**src/rtl/seq_engine.sv**
```systemverilog
// seq_engine: memory-game sequencer. Entries are appended from a free-running
// seed, played back one at a time for HOLD cycles each with a one-cycle gap,
// then the player's guesses are checked in order until a win or a loss.
//
// Optional feature macro: SEQ_ENGINE_SCORE_EN adds the `best` output, which is
// the longest sequence length at which a win was reached since reset.
//
// Ports:
//   Clk          rising-edge clock
//   Rst          synchronous active-high reset
//   seed[3:0]    value appended on add
//   add          pulse: append seed (IDLE only, ignored when full)
//   play         pulse: start playback (IDLE only, length>0, no add same cycle)
//   guess_valid  pulse: guess present (CHECK only)
//   guess[3:0]   player guess
//   ack          pulse: acknowledge win/lose
//   show[3:0]    entry being displayed (0 when not showing)
//   show_valid   show is meaningful
//   length[3:0]  stored entry count
//   full         length == DEPTH
//   busy         state is not IDLE
//   win, lose    in WIN / in LOSE
//   best[3:0]    (SEQ_ENGINE_SCORE_EN only) best winning length
module seq_engine #(
  parameter int unsigned DEPTH = 8,
  parameter int unsigned HOLD  = 4
) (
  input  logic       Clk,
  input  logic       Rst,
  input  logic [3:0] seed,
  input  logic       add,
  input  logic       play,
  input  logic       guess_valid,
  input  logic [3:0] guess,
  input  logic       ack,
  output logic [3:0] show,
  output logic       show_valid,
  output logic [3:0] length,
  output logic       full,
  output logic       busy,
  output logic       win,
  output logic       lose
`ifdef SEQ_ENGINE_SCORE_EN
  ,
  output logic [3:0] best
`endif
);

  localparam int unsigned IW = (DEPTH > 1) ? $clog2(DEPTH) : 1;
  localparam int unsigned HW = (HOLD > 1) ? $clog2(HOLD) : 1;

  localparam logic [2:0] S_IDLE  = 3'd0;
  localparam logic [2:0] S_SHOW  = 3'd1;
  localparam logic [2:0] S_GAP   = 3'd2;
  localparam logic [2:0] S_CHECK = 3'd3;
  localparam logic [2:0] S_WIN   = 3'd4;
  localparam logic [2:0] S_LOSE  = 3'd5;

  logic [2:0]    state_q, state_d;
  logic [IW-1:0] idx_q, idx_d;
  logic [HW-1:0] hold_q, hold_d;
  logic [3:0]    len_q, len_d;
  logic [3:0]    show_q, show_d;
  logic          show_valid_q, show_valid_d;
  logic          busy_q, busy_d;
  logic          win_q, win_d;
  logic          lose_q, lose_d;
  logic [3:0]    mem_q [DEPTH];

  logic          full_c;
  logic          mem_wr_c;
  logic [IW-1:0] last_idx_c;

  assign full_c     = (len_q == 4'(DEPTH));
  assign mem_wr_c   = (state_q == S_IDLE) && add && !full_c;
  // Only consulted in SHOW/GAP/CHECK, where length is at least 1.
  assign last_idx_c = IW'(len_q - 4'd1);

  // Sequence storage; deliberately not reset (unreachable while length is 0).
  always_ff @(posedge Clk) begin
    if (!Rst && mem_wr_c) begin
      mem_q[len_q[IW-1:0]] <= seed;
    end
  end

  // State and counter registers.
  always_ff @(posedge Clk) begin
    if (Rst) begin
      state_q      <= S_IDLE;
      idx_q        <= '0;
      hold_q       <= '0;
      len_q        <= '0;
      show_q       <= '0;
      show_valid_q <= 1'b0;
      busy_q       <= 1'b0;
      win_q        <= 1'b0;
      lose_q       <= 1'b0;
    end else begin
      state_q      <= state_d;
      idx_q        <= idx_d;
      hold_q       <= hold_d;
      len_q        <= len_d;
      show_q       <= show_d;
      show_valid_q <= show_valid_d;
      busy_q       <= busy_d;
      win_q        <= win_d;
      lose_q       <= lose_d;
    end
  end

  // Next-state logic; outputs are precomputed from the next state so they
  // register in step with it.
  always_comb begin
    state_d = state_q;
    idx_d   = idx_q;
    hold_d  = hold_q;
    len_d   = len_q;

    case (state_q)
      S_IDLE: begin
        if (add && !full_c) begin
          len_d = len_q + 4'd1;
        end
        if (play && !add && (len_q != 4'd0)) begin
          state_d = S_SHOW;
          idx_d   = '0;
          hold_d  = '0;
        end
      end
      S_SHOW: begin
        if (hold_q == HW'(HOLD - 1)) begin
          state_d = S_GAP;
          hold_d  = '0;
        end else begin
          hold_d = hold_q + 1'b1;
        end
      end
      S_GAP: begin
        if (idx_q == last_idx_c) begin
          state_d = S_CHECK;
          idx_d   = '0;
        end else begin
          state_d = S_SHOW;
          idx_d   = idx_q + 1'b1;
        end
      end
      S_CHECK: begin
        if (guess_valid) begin
          if (guess == mem_q[idx_q]) begin
            if (idx_q == last_idx_c) begin
              state_d = S_WIN;
              idx_d   = '0;
            end else begin
              idx_d = idx_q + 1'b1;
            end
          end else begin
            state_d = S_LOSE;
            idx_d   = '0;
          end
        end
      end
      S_WIN: begin
        if (ack) begin
          state_d = S_IDLE;
        end
      end
      S_LOSE: begin
        if (ack) begin
          state_d = S_IDLE;
          len_d   = '0;
        end
      end
      default: begin
        state_d = S_IDLE;
        idx_d   = '0;
        hold_d  = '0;
      end
    endcase

    show_valid_d = (state_d == S_SHOW);
    show_d       = (state_d == S_SHOW) ? mem_q[idx_d] : 4'd0;
    busy_d       = (state_d != S_IDLE);
    win_d        = (state_d == S_WIN);
    lose_d       = (state_d == S_LOSE);
  end

`ifdef SEQ_ENGINE_SCORE_EN
  logic [3:0] best_q;

  // Captures length on entry to WIN when it beats the previous best.
  always_ff @(posedge Clk) begin
    if (Rst) begin
      best_q <= '0;
    end else if ((state_d == S_WIN) && (state_q != S_WIN) && (len_q > best_q)) begin
      best_q <= len_q;
    end
  end

  assign best = best_q;
`endif

  assign show       = show_q;
  assign show_valid = show_valid_q;
  assign length     = len_q;
  assign full       = full_c;
  assign busy       = busy_q;
  assign win        = win_q;
  assign lose       = lose_q;

endmodule

```
**config.mk**
```make
export PLATFORM = sky130hd
export DESIGN_NAME = seq_engine
export DESIGN_NICKNAME = d
export VERILOG_FILES = /design/src/rtl/seq_engine.sv
export SDC_FILE = /design/constraint.sdc
export NUM_CORES = 1
export LEC_CHECK = 0
export CORE_MARGIN = 3
export CORE_UTILIZATION = 30
export DETAILED_ROUTE_END_ITERATION = 16
export MAX_ROUTING_LAYER = met4
export SYNTH_ARGS = -nofsm -noshare
export SYNTH_HDL_FRONTEND = slang
export SYNTH_SLANG_ARGS = --single-unit
```
**constraint.sdc**
```tcl
create_clock -name Clk -period 6.77 [get_ports Clk]
set_input_delay 1.6925 -clock Clk [delete_from_list [all_inputs] [get_ports Clk]]
set_output_delay 1.6925 -clock Clk [all_outputs]
set_load 0.005 [all_outputs]
```
==> results by group, run 1 <==
Hold path
  • Hold Crit Class: reg -> reg
  • Min-delay src: hold_q[1]
  • WHS Endpoint: hold_q[1]
  • Hold path cells: 2

GRT
  • GR Util met1: 0.168
  • Vias in the first global route: 1951
  • Largest net degree at the start of global routing: 20
  • First-pass GRT wire length: 10000 um
  • Met3 Usage GRT: 0.0203
  • All-Layer GR Usage: 0.126
  • Met2 GRT Util: 0.197
  • Global route overflow: 0
  • GR peak layer: met2
  • Initial antenna violation count: 0

Drt
  • Post-route DRC: 0
  • DR vias/cell: 5.21
  • Vias post-DR: between 1500 and 2000
  • Total Wirelength: 6030 um
  • Final ANT Viol Nets: 0
  • Initial DRC count: 80
  • Pre-antenna DRT Iters: 4
  • WL/cell: 16.0 um

Worst setup path
  • Reg2reg end: show[0]
  • WP data required: 6980 ps
  • Critical Path Start Type: input pin
  • Worst path bufs/invs: 1
  • CP endpoint kind: flop
  • Reg-to-reg slack, setup: 3250 ps
  • Crit path kind: in -> reg
  • Worst Path Max Fanout: 6
  • Critical path's top delay family: compound AO/OA/AOI/OAI gates
  • Slowest stage delay, CP: 460 ps
  • Crit path DAT: 4110 ps
  • RR Startpoint: idx_q[0]
  • R2R depth: 8
  • Worst path depth: 9
  • Cell Chain, Critical Path: clkdlybuf4s50_1, nand2b_1, o41a_1, o21ai_0, o21a_1, o22a_2, nand3_2, o32a_1, and4_1
  • Crit-path slowest cell: o41a_1

Timing
  • Max-slew headroom: 0.349
  • Fin crit share: 0.575
  • Worst slew pin tran: approximately 980 ps
  • Hold Fails Final Rpt: 0
  • Clock period minus worst slack: between 3000 and 4000 ps
  • Final TNS setup: 0 ps
  • Slew Viols, Final: 0
  • Final Setup Violations: 0
  • Clock Skew: 6.58 ps
  • RSZ-0062 raised after global routing: no
  • Post-route setup slack: 2880 ps
  • Max Clk Rate: 257 MHz

Floorplan
  • Initial Utilization: 0.316
  • Die ar.: about 11000 um^2
  • Placement row count: 34
  • Die H: 103 um
  • Core area: 8890 um^2
  • Die width: 103 um
  • Ports: 27

Synthesis
  • Synthesized area: approximately 2800 um^2
  • Syn_nets: approximately 270
  • Mapped Avg Cell Area: 11.5 um^2
  • Post-synth EDFFs: 32
  • Yosys synthesis warning count: 0
  • Post-synthesis sequential area ratio: 0.484
  • Register bit count reported by yosys: 52
  • Top cell type's share of synthesized area: 0.342
  • Area leader, netlist: edfxtp_1
  • Synth top area cells: edfxtp_1, dfxtp_1, mux2i_1
  • Main synth FF type: edfxtp_1
  • Async S/R FF share, synth: 0
  • Yosys cell types: 55
  • Syn Inst Count: 245

Placement
  • PortBufs: 26
  • Detail Placement HPWL: 4650 um
  • Dpl ws: roughly 2600 ps
  • GPL Wtd Cong: between 0.7 and 0.8
  • DP Cell Count: around 370

Pwr
  • Pwr/cell area: 180 nW/um^2
  • P_leak: roughly 1.0 nW
  • Overall Power: 0.000580 W
  • Peak supply drop: approximately 97 uV

Status
  • Outcome: finished clean

Clocking
  • CTS tree: yes
  • Clk root buf: clkbuf_8
  • Clk slew on worst S/H paths: 100 ps
  • Post-CTS setup buffers: 0
  • Num Clock Sinks: 52
  • TritonCTS buffer count: 5
  • CTS HTree Levels: 2
  • Hold_buf cts: 0
  • Worst-Skew Late Latency: around 310 ps
  • Post-CTS resize count: 0
  • Clk buf depth: 2

Job
  • Max_cap viols: 0

Layout
  • Share of layout cells above drive strength 1: 0.0967
  • FILL cells: 871
  • Non-Filler Instances: around 380
  • Antenna diodes: 0
  • Area grow syn2layout: 14.8%
  • Number of nets in the layout: 289
## cell families after synthesis
group                      synth area share
adders and majority gates            0.0312
and+or+nand+nor                       0.164
DFF                                   0.484
buffers and inverters                0.0370
AOI/OAI and AO/OA                     0.136
xor gates and xnor gates             0.0410
muxes                                 0.107
## final cells by class
type	instances	area (um^2)	share of cell area
Tap cell	108	135	0.0419
Sequential cell	52	1360	0.422
Inverter	8	30.0	0.00931
Clock buffer	5	68.8	0.0213
Clock inverter	3	25.0	0.00776
Multi-Input combinational cell	175	1350	0.417
Timing Repair Buffer	26	260	0.0807
## synthesized netlist by cell type, drive strengths merged (4+ instances only)
cell type / n
nand4: 5
mux2i: 21
nand3: 5
a21oi: 5
buf: 7
dfxtp: 20
edfxtp: 32
a22oi: 5
inv: 8
ha: 7
o32a: 4
mux4: 4
xor2: 8
and4: 6
nand2: 16
nor2: 27
nor3: 11
o22ai: 5
o21ai: 12
## where the power goes
group          switching [W]  total [W]  internal, W
logic              0.0000261  0.0000497    0.0000236
registers         0.00000536   0.000347     0.000341
clock network       0.000109   0.000184    0.0000755
total               0.000140   0.000580     0.000440
## worst reg2reg max path, stage by stage, from the launching register on
cell     delay [ps]
dfxtp_1         970
mux2i_1         180
mux4_2          510
xor2_1          330
nand4_4         230
o22ai_4         470
nand4_1         290
o32a_1          240
and4_1          200
## worst max path at each step
stage	from	endpoint	slack, ps
floorplan	add	show[0]	3260
global placement	add	show[1]	2650
detailed placement	add	show[0]	2570
CTS	add	show[0]	2890
global route	add	show[0]	2770
finish	add	show[0]	2880
## state kept, by name (all words and copies together), names as in the netlist
name / cells
show: 4
lose: 1
idx_q: 3
state_q: 3
win: 1
show_valid: 1
hold_q: 2
busy: 1
length: 4
mem_q: 32
## stage by stage
stage	utilization	cell area, um^2	hold slack [ps]
2_1_floorplan	-	2810	436
5_1_grt	0.363	3230	497
6_report	0.363	3230	465
3_3_place_gp	0.352	3130	448
3_5_place_dp	0.352	3130	457
4_1_cts	0.363	3230	472
## layer usage
metal / wire [um] / share of wire
met2: 2920 / 0.48
met4: 69 / 0.011
met5: 0 / 0
met1: 2860 / 0.47
met3: 174 / 0.029
## cell usage in the layout, fill, tap and decap left out, types with 2 or more instances in the layout
| master | count |
|---|---|
| nand3b_1 | 2 |
| nand3_1 | 4 |
| nor3b_1 | 2 |
| o22ai_1 | 4 |
| o21ai_0 | 11 |
| mux2i_1 | 21 |
| inv_1 | 7 |
| mux4_2 | 4 |
| xor2_2 | 3 |
| nor2_1 | 27 |
| dfxtp_1 | 20 |
| o21a_1 | 2 |
| a32oi_1 | 3 |
| and2_1 | 2 |
| o32a_1 | 4 |
| nand4_1 | 4 |
| ha_1 | 7 |
| a22oi_1 | 5 |
| nand2_1 | 16 |
| nor3_1 | 11 |
| xor2_1 | 5 |
| and3_1 | 2 |
| a21oi_1 | 5 |
| inv_6 | 2 |
| edfxtp_1 | 32 |
| nand2b_1 | 2 |
| clkdlybuf4s50_1 | 26 |
| clkbuf_8 | 5 |
| and4_1 | 6 |
No activity file was read; power rests on OpenSTA's default activity.
==> inputs of run 2 (changes only) <==
==> constraint.sdc (replaced) <==
create_clock -name Clk -period 3.35 [get_ports Clk]
set_input_delay 0.8375 -clock Clk [delete_from_list [all_inputs] [get_ports Clk]]
set_output_delay 0.8375 -clock Clk [all_outputs]
set_load 0.005 [all_outputs]
==> results by group, run 2 (synthesized netlist as in run 1, its figures left out) <==
Placement
  • Detail Placement HPWL: 4830 um (+4.0%)
  • GPL Wtd Cong: 0.862 (+8.4%)
  • PortBufs: 26 (unchanged)
  • Dpl ws: 61.4 ps (-2510 ps)

GRT
  • Initial antenna violation count: 0 (unchanged)
  • First-pass GRT wire length: 10300 um (+2.5%)
  • All-Layer GR Usage: 0.131 (+0.00500)
  • Largest net degree at the start of global routing: 20 (unchanged)
  • Global route overflow: 0 (unchanged)
  • Vias in the first global route: 2067 (+5.9%)

Worst setup path
  • Slowest stage delay, CP: 580 ps (+120 ps)
  • Crit path kind: reg -> reg
  • CP endpoint kind: flop
  • Worst Path Max Fanout: 13 (+7)
  • Critical Path Start Type: flop
  • Critical path's top delay family: compound AO/OA/AOI/OAI gates
  • Crit-path slowest cell: dfxtp_1
  • Worst path bufs/invs: 1 (unchanged)
  • WP data required: 3570 ps (-3410 ps)
  • Crit path DAT: 3320 ps (-790 ps)
  • Cell Chain, Critical Path: buf_4, mux2i_1, mux4_2, xor2_2, nand4_4, o22ai_4, nand4_1, o32a_1, and4_1

Clocking
  • Clk root buf: clkbuf_8
  • Clk buf depth: 2 (unchanged)
  • Worst-Skew Late Latency: 310 ps (about the same)
  • Post-CTS resize count: 0 (unchanged)
  • Post-CTS setup buffers: 0 (unchanged)
  • TritonCTS buffer count: 5 (unchanged)
  • CTS HTree Levels: 2 (unchanged)
  • Clk slew on worst S/H paths: 100 ps (about the same)
  • CTS tree: yes
  • Num Clock Sinks: 52 (unchanged)
  • Hold_buf cts: 0 (unchanged)

Floorplan
  • Core area: 8890 um^2 (unchanged)
  • Placement row count: 34 (unchanged)
  • Initial Utilization: 0.316 (unchanged)
  • Die ar.: 10600 um^2 (unchanged)
  • Die width: 103 um (unchanged)
  • Ports: 27 (unchanged)
  • Die H: 103 um (unchanged)

Drt
  • WL/cell: 16.0 um (about the same)
  • Post-route DRC: 0 (unchanged)
  • Final ANT Viol Nets: 0 (unchanged)
  • DR vias/cell: 5.30 (+1.6%)
  • Initial DRC count: 117 (+46%)
  • Vias post-DR: 2061 (+4.9%)
  • Total Wirelength: 6220 um (+3.1%)
  • Pre-antenna DRT Iters: 4 (unchanged)

Status
  • Outcome: finished clean

Layout
  • Area grow syn2layout: 18.2%
  • Antenna diodes: 0 (unchanged)
  • Commonest non-fill, non-tap cell in the layout: edfxtp_1
  • Max reg flops: 32 (unchanged)
  • Share of layout cells above drive strength 1: 0.139 (+0.0421)
  • Number of nets in the layout: 301 (+4.2%)
  • FILL cells: 840 (-3.6%)
  • Most frequent cells in the layout: edfxtp_1, nor2_1, clkdlybuf4s50_1

Timing
  • Post-route setup slack: 246 ps (-2630 ps)
  • Clock Skew: 8.23 ps (+1.65 ps)
  • RSZ-0062 raised after global routing: no
  • Slew Viols, Final: 0 (unchanged)
  • Max-slew headroom: 0.599 (+0.250)
  • Final Setup Violations: 0 (unchanged)
  • Clock period minus worst slack: 3100 ps
  • Max Clk Rate: approximately 320 MHz
  • Fin crit share: 0.926
  • Worst slew pin tran: 597 ps (-379 ps)
  • Hold Fails Final Rpt: 0 (unchanged)
  • Final TNS setup: 0 ps (unchanged)

Pwr
  • Pwr/cell area: 361 nW/um^2 (+100%)
  • Peak supply drop: 238 uV (+150%)
  • P_leak: 1.11 nW (+6.3%)

Hold path
  • Hold Crit Class: reg -> reg

Job
  • Max_cap viols: 0 (unchanged)
## run 2: changes by cell type in the layout (fill, tap and decap cells not counted)
cell / delta
inv_8: +1
buf_4: +12
dfxtp_1: -1
clkinvlp_4: -1
dfxtp_2: +1
## run 2: per-stage QoR
stage / hold slack (ps) / power (W) / util / instance area [um^2] / instances
after global placement: 448 / 0.000823 / 0.362 / 3220 / 381
final: 466 / 0.00120 / 0.373 / 3320 / 389
after global routing: 490 / 0.00125 / 0.373 / 3320 / 389
after CTS: 467 / 0.00121 / 0.373 / 3320 / 389
after detailed placement: 452 / 0.000824 / 0.362 / 3220 / 381
after floorplan: 436 / 0.000769 / - / 2810 / 245
## run 2: worst register-to-register path: stages (launching register included)
cell	delay (ps)
dfxtp_1	580
buf_4	240
mux2i_1	80
mux4_2	520
xor2_2	230
nand4_4	210
o22ai_4	460
nand4_1	260
o32a_1	230
and4_1	200
## run 2: path summary, 6_finish.rpt
kind,start,end,slack (ps),depth (start not counted)
setup / recovery,idx_q[1],show[3],250,9
hold / removal,hold_q[1],hold_q[1],470,2
setup reg to reg,idx_q[1],show[3],250,9
hold reg to reg,hold_q[1],hold_q[1],470,2
## run 2: power breakdown
group	switching (W)	internal, W	total, W
Sequential	0.00000938	0.000690	0.000699
Combinational	0.0000565	0.0000533	0.000110
Clock	0.000233	0.000158	0.000391
## run 2: layout make-up
class / count / area, um^2 / area share
flip-flops and latches: 52 / 1360 / 0.410
well taps: 108 / 135 / 0.0407
inverters: 8 / 30.0 / 0.00904
clock buffers: 5 / 68.8 / 0.0207
multi-input cells: 175 / 1350 / 0.405
clock inverters: 3 / 28.8 / 0.00867
repair buffers: 38 / 350 / 0.106
## run 2: layer usage
layer / GRT usage / vias to the layer above / wire length, um
met4: 0.0697 / 0 / 212
met3: 0.0237 / 15 / 251
met1: 0.166 / 993 / 2850
met5: - / - / 0
li1: - / 999 / -
met2: 0.198 / 54 / 2910
